[config.mk]
export PLATFORM = sky130hd
export DESIGN_NAME = fbindct_pipe
export DESIGN_NICKNAME = d
export VERILOG_FILES = /design/src/rtl/bindct_pkg.sv /design/src/rtl/bindct_lift.sv /design/src/rtl/fbindct_pipe.sv
export SDC_FILE = /design/constraint.sdc
export NUM_CORES = 1
export LEC_CHECK = 0
export ABC_AREA = 1
export CORE_MARGIN = 2
export CORE_UTILIZATION = 49
export DETAILED_ROUTE_END_ITERATION = 12
export DONT_BUFFER_PORTS = 1
export SYNTH_ARGS = -nofsm -noshare
export SYNTH_HDL_FRONTEND = slang
export SYNTH_SLANG_ARGS = --single-unit
export TNS_END_PERCENT = 5
[constraint.sdc]
create_clock -name clk -period 26.4 [get_ports clk]
set_input_delay 2.64 -clock clk [delete_from_list [all_inputs] [get_ports clk]]
set_output_delay 2.64 -clock clk [all_outputs]
set_load 0.03 [all_outputs]
[src/rtl/bindct_pkg.sv]
// Shared constants for the 8-point binDCT lifting pipeline: lifting multipliers
// as numerator / right-shift pairs and the default coefficient width.
package bindct_pkg;

  localparam int LIFT_S1_N = 13;  localparam int LIFT_S1_S = 5;
  localparam int LIFT_S2_N = 11;  localparam int LIFT_S2_S = 4;
  localparam int LIFT_S3_N = 13;  localparam int LIFT_S3_S = 5;
  localparam int LIFT_C6_N = 13;  localparam int LIFT_C6_S = 5;
  localparam int LIFT_X2_N = 11;  localparam int LIFT_X2_S = 5;
  localparam int LIFT_X1_N = 3;   localparam int LIFT_X1_S = 4;
  localparam int LIFT_X7_N = 3;   localparam int LIFT_X7_S = 4;
  localparam int LIFT_X5_N = 7;   localparam int LIFT_X5_S = 3;
  localparam int LIFT_X3_N = 1;   localparam int LIFT_X3_S = 1;

  // Four guard bits cover the worst-case growth of the 8-point sum.
  function automatic int out_w_default(input int in_w);
    return in_w + 4;
  endfunction

endpackage

[src/rtl/bindct_lift.sv]
// One lifting step: y = x +/- floor(n*z / 2^s), floor via arithmetic shift.
module bindct_lift #(
  parameter int W   = 12,
  parameter int N   = 1,
  parameter int S   = 0,
  parameter bit SUB = 1'b0
) (
  input  logic signed [W-1:0] x,
  input  logic signed [W-1:0] z,
  output logic signed [W-1:0] y
);

  // Product is widened so n*z never wraps before the shift brings it back in range.
  localparam int PW = W + 5;

  logic signed [PW-1:0] prod_s;
  logic signed [PW-1:0] term_s;

  // Scaled, floored lifting term added to or subtracted from x
  always_comb begin
    prod_s = PW'(z) * PW'(N);
    term_s = prod_s >>> S;
    if (SUB) begin
      y = x - term_s[W-1:0];
    end else begin
      y = x + term_s[W-1:0];
    end
  end

endmodule

[src/rtl/fbindct_pipe.sv]
// Four-stage 8-point forward binDCT with valid/ready handshake and
// bubble-collapsing stage registers; x_out/out_valid come straight from stage 4.
module fbindct_pipe import bindct_pkg::*; #(
  parameter int IN_W  = 8,
  parameter int OUT_W = out_w_default(IN_W)
) (
  input  logic                   clk,
  input  logic                   srstn,
  input  logic                   flush,
  input  logic                   in_valid,
  output logic                   in_ready,
  input  logic [7:0][IN_W-1:0]   x_in,
  output logic                   out_valid,
  input  logic                   out_ready,
  output logic [7:0][OUT_W-1:0]  x_out
);

  typedef logic signed [OUT_W-1:0] coef_t;

  coef_t x_s [8];
  coef_t a_s [8];
  coef_t a_r [8];
  coef_t b_s [8];   // b0 b1 b2 b3 a4 s2 s3 a7
  coef_t b_r [8];
  coef_t c_s [8];   // X0 X4 X2 X6 e4 e5 e6 e7
  coef_t c_r [8];
  coef_t d_s [8];   // X0..X7
  coef_t x0_s;
  coef_t s1_s, s2_s, s3_s, c6_s, x2_s, x1_s, x7_s, x5_s, x3_s;

  logic v1_r, v2_r, v3_r;
  logic ld1_s, ld2_s, ld3_s, ld4_s;

  // A stage loads when empty or when the stage after it is loading
  always_comb begin
    ld4_s    = !out_valid || out_ready;
    ld3_s    = !v3_r || ld4_s;
    ld2_s    = !v2_r || ld3_s;
    ld1_s    = !v1_r || ld2_s;
    in_ready = ld1_s && !flush;
  end

  // Stage 1 butterflies on sign-extended samples
  always_comb begin
    for (int k = 0; k < 8; k++) begin
      x_s[k] = OUT_W'($signed(x_in[k]));
    end
    for (int k = 0; k < 4; k++) begin
      a_s[k]     = x_s[k] + x_s[7-k];
      a_s[7-k]   = x_s[k] - x_s[7-k];
    end
  end

  bindct_lift #(.W(OUT_W), .N(LIFT_S1_N), .S(LIFT_S1_S), .SUB(1'b1)) u_s1 (.x(a_r[6]), .z(a_r[5]), .y(s1_s));
  bindct_lift #(.W(OUT_W), .N(LIFT_S2_N), .S(LIFT_S2_S), .SUB(1'b0)) u_s2 (.x(a_r[5]), .z(s1_s),   .y(s2_s));
  bindct_lift #(.W(OUT_W), .N(LIFT_S3_N), .S(LIFT_S3_S), .SUB(1'b1)) u_s3 (.x(s1_s),   .z(s2_s),   .y(s3_s));

  // Stage 2 even butterflies plus odd rotation lifting chain
  always_comb begin
    b_s[0] = a_r[0] + a_r[3];
    b_s[1] = a_r[1] + a_r[2];
    b_s[2] = a_r[1] - a_r[2];
    b_s[3] = a_r[0] - a_r[3];
    b_s[4] = a_r[4];
    b_s[5] = s2_s;
    b_s[6] = s3_s;
    b_s[7] = a_r[7];
  end

  bindct_lift #(.W(OUT_W), .N(LIFT_C6_N), .S(LIFT_C6_S), .SUB(1'b1)) u_c6 (.x(b_r[2]), .z(b_r[3]), .y(c6_s));
  bindct_lift #(.W(OUT_W), .N(LIFT_X2_N), .S(LIFT_X2_S), .SUB(1'b0)) u_x2 (.x(b_r[3]), .z(c6_s),   .y(x2_s));

  // Stage 3 even outputs and odd butterflies
  always_comb begin
    x0_s   = b_r[0] + b_r[1];
    c_s[0] = x0_s;
    c_s[1] = (x0_s >>> 1) - b_r[1];
    c_s[2] = x2_s;
    c_s[3] = c6_s;
    c_s[4] = b_r[4] + b_r[5];
    c_s[5] = b_r[4] - b_r[5];
    c_s[6] = b_r[7] - b_r[6];
    c_s[7] = b_r[7] + b_r[6];
  end

  bindct_lift #(.W(OUT_W), .N(LIFT_X1_N), .S(LIFT_X1_S), .SUB(1'b0)) u_x1 (.x(c_r[7]), .z(c_r[4]), .y(x1_s));
  bindct_lift #(.W(OUT_W), .N(LIFT_X7_N), .S(LIFT_X7_S), .SUB(1'b1)) u_x7 (.x(c_r[4]), .z(x1_s),   .y(x7_s));
  bindct_lift #(.W(OUT_W), .N(LIFT_X5_N), .S(LIFT_X5_S), .SUB(1'b0)) u_x5 (.x(c_r[5]), .z(c_r[6]), .y(x5_s));
  bindct_lift #(.W(OUT_W), .N(LIFT_X3_N), .S(LIFT_X3_S), .SUB(1'b1)) u_x3 (.x(c_r[6]), .z(c_r[5]), .y(x3_s));

  // Stage 4 reorders into natural coefficient order
  always_comb begin
    d_s[0] = c_r[0];
    d_s[1] = x1_s;
    d_s[2] = c_r[2];
    d_s[3] = x3_s;
    d_s[4] = c_r[1];
    d_s[5] = x5_s;
    d_s[6] = c_r[3];
    d_s[7] = x7_s;
  end

  // Stage valids and data; data only moves with a valid vector so x_out stays 0 until the first one
  always_ff @(posedge clk or negedge srstn) begin
    if (!srstn) begin
      v1_r      <= 1'b0;
      v2_r      <= 1'b0;
      v3_r      <= 1'b0;
      out_valid <= 1'b0;
      for (int k = 0; k < 8; k++) begin
        a_r[k]   <= '0;
        b_r[k]   <= '0;
        c_r[k]   <= '0;
        x_out[k] <= '0;
      end
    end else if (flush) begin
      v1_r      <= 1'b0;
      v2_r      <= 1'b0;
      v3_r      <= 1'b0;
      out_valid <= 1'b0;
    end else begin
      if (ld1_s) v1_r      <= in_valid;
      if (ld2_s) v2_r      <= v1_r;
      if (ld3_s) v3_r      <= v2_r;
      if (ld4_s) out_valid <= v3_r;
      if (ld1_s && in_valid) a_r <= a_s;
      if (ld2_s && v1_r)     b_r <= b_s;
      if (ld3_s && v2_r)     c_r <= c_s;
      if (ld4_s && v3_r) begin
        for (int k = 0; k < 8; k++) begin
          x_out[k] <= d_s[k];
        end
      end
    end
  end

endmodule

==> qor.yml <==
io_buffers: 0
insertedDiodeCount: 0
nets: 4320
initial_utilization_pct: 49.8
grt_remaining_overflow: 0
hold_viol: 0
max_cap_viol_count: 0
skew_ns: 0.0299
antenna_found_initial: 0
rows: 90
wl_um: 71400
worstSkewPairLatency_ns: 0.58
final_common_cell: "nand2_1"
path_common_cell: "ha_1"
worstRegToRegCells: 59
syn_nets: 4354
ys_async_sr_fraction_pct: 100
cts_resized: 0
coreArea_um2: 60600
syn-cell-area_um2: 30200
die_w_um: 252
yosys.cell_types.count: 67
whs_path_depth: 2
drtIter0Drc: 1223
relSlewSlack_pct: 35.7
grtUsageTotal_pct: 22.7
synth_area_per_cell_um2: 8.07
yosysSeqAreaShare_pct: 29.0
setup_viol: 0
hp-class: "register to register"
grt_first_pass_wirelength_um: 116000
rsz0062_at_grt: "false"
cts_max_level: 2
cts_tree: "yes"
status: "finished clean"
cts-root-buf: "clkbuf_16"
worstMarginPinSlew_ns: 0.965
dpl.hpwl_um: 57400
post_cts_buffers: 0
required_ns: 26.84
grt_max_degree: 351
drtPass1Iterations: 5
first_global_vias: 21800
die_h_um: 252
die_area_um2: 63600
slowest_delay_ns: 0.52
synth-warning-count: 0
fmax_mhz: 85.1
fin_crit_ns: 11.75
final_antenna_net_count: 0
synth_edf_count: 0
via_per_inst: 5.05
fin_crit_sh_pct: 44.5
critPathMaxFanout: 6
crit_path_end_kind: "register"
clkTransAtPathRegs_ns: 0.06
synth_cells: 3738
cts.sinks: 350
drive_gt1_share_pct: 4.76
synth-main-ff-cell: "dfrtp_1"
cts_made_buffers: 42
vias: 22800
worst_setup_path_start_kind: "register"
num_io_pins: 167
cp_slowest_cell: "fa_1"
avgRoutedWirePerCell_um: 15.8
synth_seq_cells: 350
tns_ns: 0
crit_arrival_ns: 12.20
drc: 0
cts_hold_buf: 0
place.gp.congestion: 0.902
crit_type: "register to register"
drv_slew: 0
layout_common_cells: "nand2_1 (754), inv_1 (621), ha_1 (466), dfrtp_1 (350), o21ai_0 (294)"
cts_buffer_depth: 3
areaGrowthSynthToFinish_pct: 7.38
[path summary, 6_finish.rpt]
kind / startpoint / slack, ns / endpoint
max: a_r[26]$_DFFE_PN0P_ / 14.65 / b_r[23]$_DFFE_PN0P_
min: a_r[4]$_DFFE_PN0P_ / 0.46 / b_r[4]$_DFFE_PN0P_
max reg2reg: a_r[26]$_DFFE_PN0P_ / 14.65 / b_r[23]$_DFFE_PN0P_
min reg2reg: a_r[4]$_DFFE_PN0P_ / 0.46 / b_r[4]$_DFFE_PN0P_
max in group asynchronous: srstn / 23.84 / x_out[30]$_DFFE_PN0P_
min in group asynchronous: srstn / 1.77 / x_out[23]$_DFFE_PN0P_
[state kept, by name, summed over array words and instances, names as in the netlist]
name,cells
a_r,68
c_r,94
b_r,88
out_valid,1
v1_r,1
v3_r,1
v2_r,1
x_out,96
[worst max-delay path, delay by kind of cell (launching register included)]
family,cells,cell delay (ns)
buffers and inverters,5,0.53
AND/OR/NAND/NOR,21,2.31
XOR/XNOR,7,1.46
AO/OA/AOI/OAI,13,2.03
flip-flops,1,0.44
adder cells (fa/ha/maj),13,4.84
[kinds of logic (layout without fill, tap and decap cells)]
group | after synthesis | in the layout | synth area share [%]
AO/OA/AOI/OAI | 723 | 723 | 13.4
adder cells (fa/ha/maj) | 547 | 547 | 24.7
AND/OR/NAND/NOR | 1146 | 1146 | 16.1
XOR/XNOR | 251 | 251 | 7.56
buffers and inverters | 721 | 720 | 9.12
flip-flops | 350 | 350 | 29.0
[layout make-up]
type | count | area [um2]
fill | 5812 | 28200
multi-input combinational | 2667 | 18700
sequential | 350 | 8760
inverter | 635 | 2380
clock buffer | 55 | 1190
tap | 782 | 978
clock inverter | 22 | 337
timing repair buffer | 8 | 60.1
[cells in the mapped netlist, types with 15 or more instances]
cell / instances / area (um2)
a31oi_1: 15 / 93.8
xor2_1: 164 / 1440
nand3_1: 69 / 345
a21oi_1: 239 / 1200
nand2_1: 757 / 2840
dfrtp_1: 350 / 8760
nor2_1: 203 / 762
o21ai_0: 294 / 1470
nor3_1: 23 / 115
clkbuf_1: 62 / 233
fa_1: 81 / 1620
ha_1: 466 / 5830
o21ai_1: 29 / 145
xnor2_1: 79 / 692
inv_1: 621 / 2330
o21bai_1: 28 / 210
a21o_1: 22 / 165
o22ai_1: 16 / 100
o31ai_1: 35 / 263
[stage by stage]
stage / setup slack (ns) / hold WS (ns) / cells / util (%) / area (um2)
global route: 13.59 / 0.496 / 4519 / 53.5 / 32400
detailed placement: 14.64 / 0.458 / 4442 / 50.9 / 30900
CTS: 14.60 / 0.467 / 4519 / 53.5 / 32400
global placement: 14.90 / 0.454 / 4442 / 50.9 / 30900
floorplan: 15.61 / 0.442 / 3738 / - / 30200
finish: 14.65 / 0.465 / 4519 / 53.5 / 32400
[per-layer routing]
metal	wire [um]	part of all wire (%)	vias to the layer above	global-route usage (%)
met3	3730	5.2	71	4.15
met1	36700	51	10400	34.0
met4	1290	1.8	0	4.53
met5	0	0	-	0
li1	-	-	12000	-
met2	29700	42	331	34.1
Power is not shown: default switching activity piles up to over one toggle a cycle in this logic, so the estimate is an artifact.
